**config.mk**
```make
export PLATFORM = sky130hd
export DESIGN_NAME = bcd_score_accumulator
export DESIGN_NICKNAME = d
export VERILOG_FILES = /design/src/rtl/bcd_score_accumulator.sv
export SDC_FILE = /design/constraint.sdc
export NUM_CORES = 1
export LEC_CHECK = 0
export BUFFER_PORTS_ARGS = -buffer_cell sky130_fd_sc_hd__buf_2
export CORE_MARGIN = 2
export CORE_UTILIZATION = 56
export CTS_CLUSTER_SIZE = 10
export DETAILED_ROUTE_END_ITERATION = 7
export GPL_TIMING_DRIVEN = 0
export PLACE_DENSITY = 0.8
export SLEW_MARGIN = 20
export SYNTH_ARGS = -nofsm -noshare
export SYNTH_HDL_FRONTEND = slang
export SYNTH_SLANG_ARGS = --single-unit
```
**constraint.sdc**
```tcl
create_clock -name clk -period 5.1 [get_ports clk]
set_input_delay 0 -clock clk [delete_from_list [all_inputs] [get_ports clk]]
set_output_delay 0 -clock clk [all_outputs]
set_load 0.005 [all_outputs]
```
**src/rtl/bcd_score_accumulator.sv**
```systemverilog
// Packed-BCD running score register. Operands arrive over valid/ready and are folded into
// the score one digit per cycle, LSD first, through a single BCD digit adder with carry.
//
// state | meaning
// IDLE  | waiting for an operand; add_ready high unless clear is asserted
// ADD   | adding digit idx of the latched operand into the score, busy high
module bcd_score_accumulator #(
  parameter int DIGITS     = 6,
  parameter int ADD_DIGITS = 3
) (
  input  logic                    clk,
  input  logic                    rst_n,
  input  logic                    clear,
  input  logic                    add_valid,
  input  logic [4*ADD_DIGITS-1:0] add_value,
  output logic                    add_ready,
  output logic [4*DIGITS-1:0]     score,
  output logic                    busy,
  output logic                    done,
  output logic                    overflow,
  output logic                    bcd_err
);

  localparam int                  IDX_W     = (DIGITS > 1) ? $clog2(DIGITS) : 1;
  localparam logic [IDX_W-1:0]    LAST_IDX  = IDX_W'(DIGITS - 1);
  localparam logic [4*DIGITS-1:0] ALL_NINES = {DIGITS{4'h9}};

  typedef enum logic {IDLE, ADD} state_t;

  state_t                state, state_next;
  logic [IDX_W-1:0]      idx;
  logic                  carry;
  logic [4*DIGITS-1:0]   op;
  logic                  accept;
  logic                  operand_bad;
  logic                  last_digit;
  logic [3:0]            cur_digit;
  logic [3:0]            op_digit;
  logic [4:0]            sum_raw;
  logic [3:0]            sum_digit;
  logic                  carry_out;
  logic [4*DIGITS-1:0]   score_wr;

  assign add_ready  = (state == IDLE) & ~clear;
  assign accept     = add_valid & add_ready;
  assign busy       = (state == ADD);
  assign last_digit = (idx == LAST_IDX);

  always_comb begin
    operand_bad = 1'b0;
    for (int i = 0; i < ADD_DIGITS; i++) begin
      if (add_value[4*i +: 4] > 4'd9) operand_bad = 1'b1;
    end
  end

  // Operand is stored zero-extended to score width so upper digits add as 0.
  always_comb begin
    cur_digit = 4'd0;
    op_digit  = 4'd0;
    for (int i = 0; i < DIGITS; i++) begin
      if (idx == IDX_W'(i)) begin
        cur_digit = score[4*i +: 4];
        op_digit  = op[4*i +: 4];
      end
    end
  end

  always_comb begin
    sum_raw = {1'b0, cur_digit} + {1'b0, op_digit} + {4'd0, carry};
    if (sum_raw > 5'd9) begin
      sum_digit = sum_raw[3:0] + 4'd6;
      carry_out = 1'b1;
    end else begin
      sum_digit = sum_raw[3:0];
      carry_out = 1'b0;
    end
  end

  always_comb begin
    score_wr = score;
    for (int i = 0; i < DIGITS; i++) begin
      if (idx == IDX_W'(i)) score_wr[4*i +: 4] = sum_digit;
    end
  end

  always_comb begin
    state_next = state;
    case (state)
      IDLE:    if (accept && !operand_bad) state_next = ADD;
      ADD:     if (last_digit) state_next = IDLE;
      default: state_next = IDLE;
    endcase
    if (clear) state_next = IDLE;
  end

  always_ff @(posedge clk or negedge rst_n) begin
    if (!rst_n) state <= IDLE;
    else        state <= state_next;
  end

  always_ff @(posedge clk or negedge rst_n) begin
    if (!rst_n) begin
      score    <= '0;
      op       <= '0;
      idx      <= '0;
      carry    <= 1'b0;
      overflow <= 1'b0;
      done     <= 1'b0;
      bcd_err  <= 1'b0;
    end else begin
      done    <= 1'b0;
      bcd_err <= 1'b0;
      if (clear) begin
        score    <= '0;
        overflow <= 1'b0;
        idx      <= '0;
        carry    <= 1'b0;
      end else if (state == IDLE) begin
        if (accept) begin
          if (operand_bad) begin
            bcd_err <= 1'b1;
          end else begin
            op    <= (4*DIGITS)'(add_value);
            idx   <= '0;
            carry <= 1'b0;
          end
        end
      end else if (last_digit) begin
        done  <= 1'b1;
        idx   <= '0;
        carry <= 1'b0;
        // Carry out of the top digit saturates instead of wrapping.
        if (carry_out) begin
          score    <= ALL_NINES;
          overflow <= 1'b1;
        end else begin
          score <= score_wr;
        end
      end else begin
        score <= score_wr;
        idx   <= idx + 1'b1;
        carry <= carry_out;
      end
    end
  end

endmodule
```
==> flow_metrics.py <==
metrics = {
    "outcome": {
        "status": "finished clean",
    },
    "clock_tree": {
        "clock_sinks": 44,
        "cts.htree.levels": 2,
        "tritoncts": "yes",
        "clock_path_buffers": 2,
        "cts_resized": 0,
        "numCtsBuffers": 5,
        "clock_latency_ns": 0.30,
        "clk_pin_slew_ns": 0.09,
        "cts_root_buf": "clkbuf_8",
    },
    "floorplan": {
        "core_area_mm2": 0.00438,
        "dieArea_mm2": 0.00511,
        "die_y_um": 71.5,
        "num_io_pins": 45,
        "fp-row-count": 24,
        "die_w_um": 71.5,
        "start_util_pct": 58.2,
    },
    "detailed_routing": {
        "ant_nets": 0,
        "wl_met1_mm": 2.79,
        "drt_wl_total_mm": 6.41,
        "route.vias.total": 2285,
        "drc": 0,
        "wl_per_cell_um": 17.1,
        "vias_per_cell": 6.11,
        "wl_met2_mm": 3.06,
        "drtIter0Drc": 174,
        "firstDrtPassIters": 5,
        "top_layer_used": "met4",
        "wl_met3_um": 442,
    },
    "placed_design": {
        "dpl.hpwl_mm": 4.64,
        "dpl_cell_area_mm2": 0.00283,
        "gp_congestion": 0.957,
        "port_buffers": 43,
    },
    "synthesis": {
        "ys_ff_latch": 44,
        "async_reset_ff_share_pct": 100,
        "syn_nets": 282,
        "synth_cell_types": 44,
        "ys_warn_count": 0,
        "ys.flop_type": "dfrtp_1",
        "syn_inst": 259,
        "syn_area_mm2": 0.00255,
        "synth-edff-count": 0,
        "syn_area_per_cell_um2": 9.86,
        "ys_seq_area_share_pct": 43.1,
    },
    "sta": {
        "setup-violations-final": 0,
        "skew_ns": 0.0100,
        "rsz0062_at_grt": "false",
        "timing.fmax_ghz": 0.213,
        "fin_crit_sh_pct": 92.2,
        "layout_min_cycle_time_ns": 4.70,
        "hold_violations": 0,
        "finalMaxSlewViolations": 0,
        "maxSlewHeadroom_pct": 36.8,
        "worst-slew-pin-transition_ns": 0.948,
        "setup_tns_ns": 0,
    },
    "finish": {
        "syn2layout_area_growth_pct": 19.9,
        "drive_above_1_share_pct": 22.4,
        "fin_nets": 344,
        "fin_area_mm2": 0.00306,
        "fill_cells": 357,
        "diodes": 0,
    },
    "grt": {
        "grt-ovfl-total": 0,
        "antenna_found_initial": 0,
        "grt_util_all_layers_pct": 26.0,
        "grt_max_degree": 45,
        "grt_first_pass_wirelength_mm": 10.5,
        "grt_pass1_vias": 2184,
    },
    "worst_setup_path": {
        "crit_type": "flip-flop to flip-flop",
        "critPathMaxFanout": 13,
        "start_kind": "flip-flop",
        "cp_data_arrival_time_ns": 4.86,
        "end_kind": "flip-flop",
        "crit_required_ns": 5.26,
    },
    "power": {
        "peakVddDrop_mv": 0.258,
        "leakage_nw": 1.41,
        "p_per_area_mw_per_mm2": 312,
    },
    "min_path": {
        "min-delay-path-class": "input pin to flip-flop",
    },
    "flow_run": {
        "drv_cap": 0,
    },
}
-- metal layers --
metal / track usage, % / vias to the layer above
li1: - / 1082
met5: 0 / -
met4: 6.29 / 0
met3: 5.20 / 10
met2: 41.2 / 92
met1: 37.2 / 1101
-- cell families (layout without fill, tap and decap cells) --
kind of cell | Yosys count | in the layout | synth area share (%)
AO/OA/AOI/OAI | 74 | 74 | 22.0
XOR/XNOR | 1 | 1 | 0.343
adder cells (fa/ha/maj) | 7 | 7 | 4.02
buffers and inverters | 31 | 94 | 4.56
flip-flops | 44 | 44 | 43.1
multiplexers | 29 | 29 | 12.0
AND/OR/NAND/NOR | 73 | 73 | 14.0
-- metrics by stage --
stage                     instances  setup WS [ns]  util (%)  hold WS [ns]  power, mW
after floorplan                 259           1.14         -        -0.296      0.630
after global placement          354          0.348      64.6         0.195      0.704
after detailed placement        354          0.336      64.6         0.201      0.714
after CTS                       376          0.281      69.9         0.287      0.951
after global routing            374         0.0315      69.8         0.315       1.00
final                           374          0.397      69.8         0.290      0.954
-- Yosys cell counts, drive strengths merged (6+ instances only) --
cell type / instances / share of area, %
inv: 16 / 2.4
o2bb2ai: 6 / 2.1
o32ai: 7 / 3.0
nand2: 21 / 3.1
nor3: 10 / 2.0
clkbuf: 14 / 2.1
mux2: 12 / 5.3
o21ai: 22 / 4.5
nand3: 11 / 2.2
nor2: 11 / 1.6
a21oi: 9 / 1.9
dfrtp: 44 / 43
o221ai: 9 / 3.1
mux2i: 17 / 6.7
-- area by class of cell --
type | count | area, um2 | area share [%]
Clock inverter | 1 | 7.51 | 0.245
Inverter | 16 | 60.1 | 1.96
Tap cell | 52 | 65.1 | 2.13
Multi-Input combinational cell | 184 | 1340 | 43.6
Timing Repair Buffer | 57 | 355 | 11.6
Buffer | 13 | 48.8 | 1.60
Sequential cell | 44 | 1100 | 36.0
Clock buffer | 7 | 86.3 | 2.82
-- worst paths after layout --
path / from / slack (ns) / end / cells after the start
min in group asynchronous: rst_n / 0.38 / overflow / 2
max in group asynchronous: rst_n / 4.12 / score[9] / 2
setup reg to reg: idx[0] / 0.40 / score[3] / 13
hold / removal: clear / 0.29 / score[2] / 3
setup / recovery: idx[0] / 0.40 / score[3] / 13
hold reg to reg: op[5] / 0.52 / op[5] / 1
-- timing repair --
| item | 4_1_cts | 5_1_grt |
|---|---|---|
| setup buffers | 0 | 0 |
| hold buffers | 14 | 0 |
| endpoints found under the setup margin | 0 | 18 |
| hold endpoints to repair | 57 | 0 |
-- placed cells by master, fill, tap and decap left out, types with 4 or more instances in the layout --
cell           netlist  layout
buf_2                0      43
nor3_1              10      10
dlygate4sd3_1        0      14
ha_1                 5       5
dfrtp_1             44      44
clkbuf_1            14      13
o221ai_1             9       9
nand2b_1             5       5
nor2_1              11      11
nor2b_1              4       4
a21oi_1              8       8
nand2_1             21      21
o2bb2ai_1            6       6
clkbuf_8             0       6
mux2_2              12      12
inv_1               15      15
mux2i_1             17      17
o32ai_1              5       5
nand3_1             11      11
o21ai_0             21      21
-- worst max-delay path, stage by stage, from the launching register on --
cell      delay [ns]
dfrtp_1         0.63
clkbuf_1        0.44
and2_1          0.20
ha_1            0.13
clkbuf_1        0.29
clkbuf_1        0.42
nor3_1          0.14
fa_1            0.46
fa_1            0.48
a21o_1          0.21
a21oi_1         0.43
nor2_1          0.10
mux2i_1         0.42
a221oi_1        0.19
-- state kept, by name, indices dropped and copies added (netlist names) --
register	flops
done	1
busy	1
op	12
overflow	1
carry	1
score	24
idx	3
bcd_err	1
-- power by group --
group | switching (mW) | leakage, nW | total (mW) | internal [mW]
Clock | 0.123 | 0.0445 | 0.233 | 0.110
Sequential | 0.0206 | 0.589 | 0.400 | 0.379
Combinational | 0.194 | 0.777 | 0.322 | 0.128
Total | 0.337 | 1.41 | 0.954 | 0.617
No activity file was read; power rests on OpenSTA's default activity.
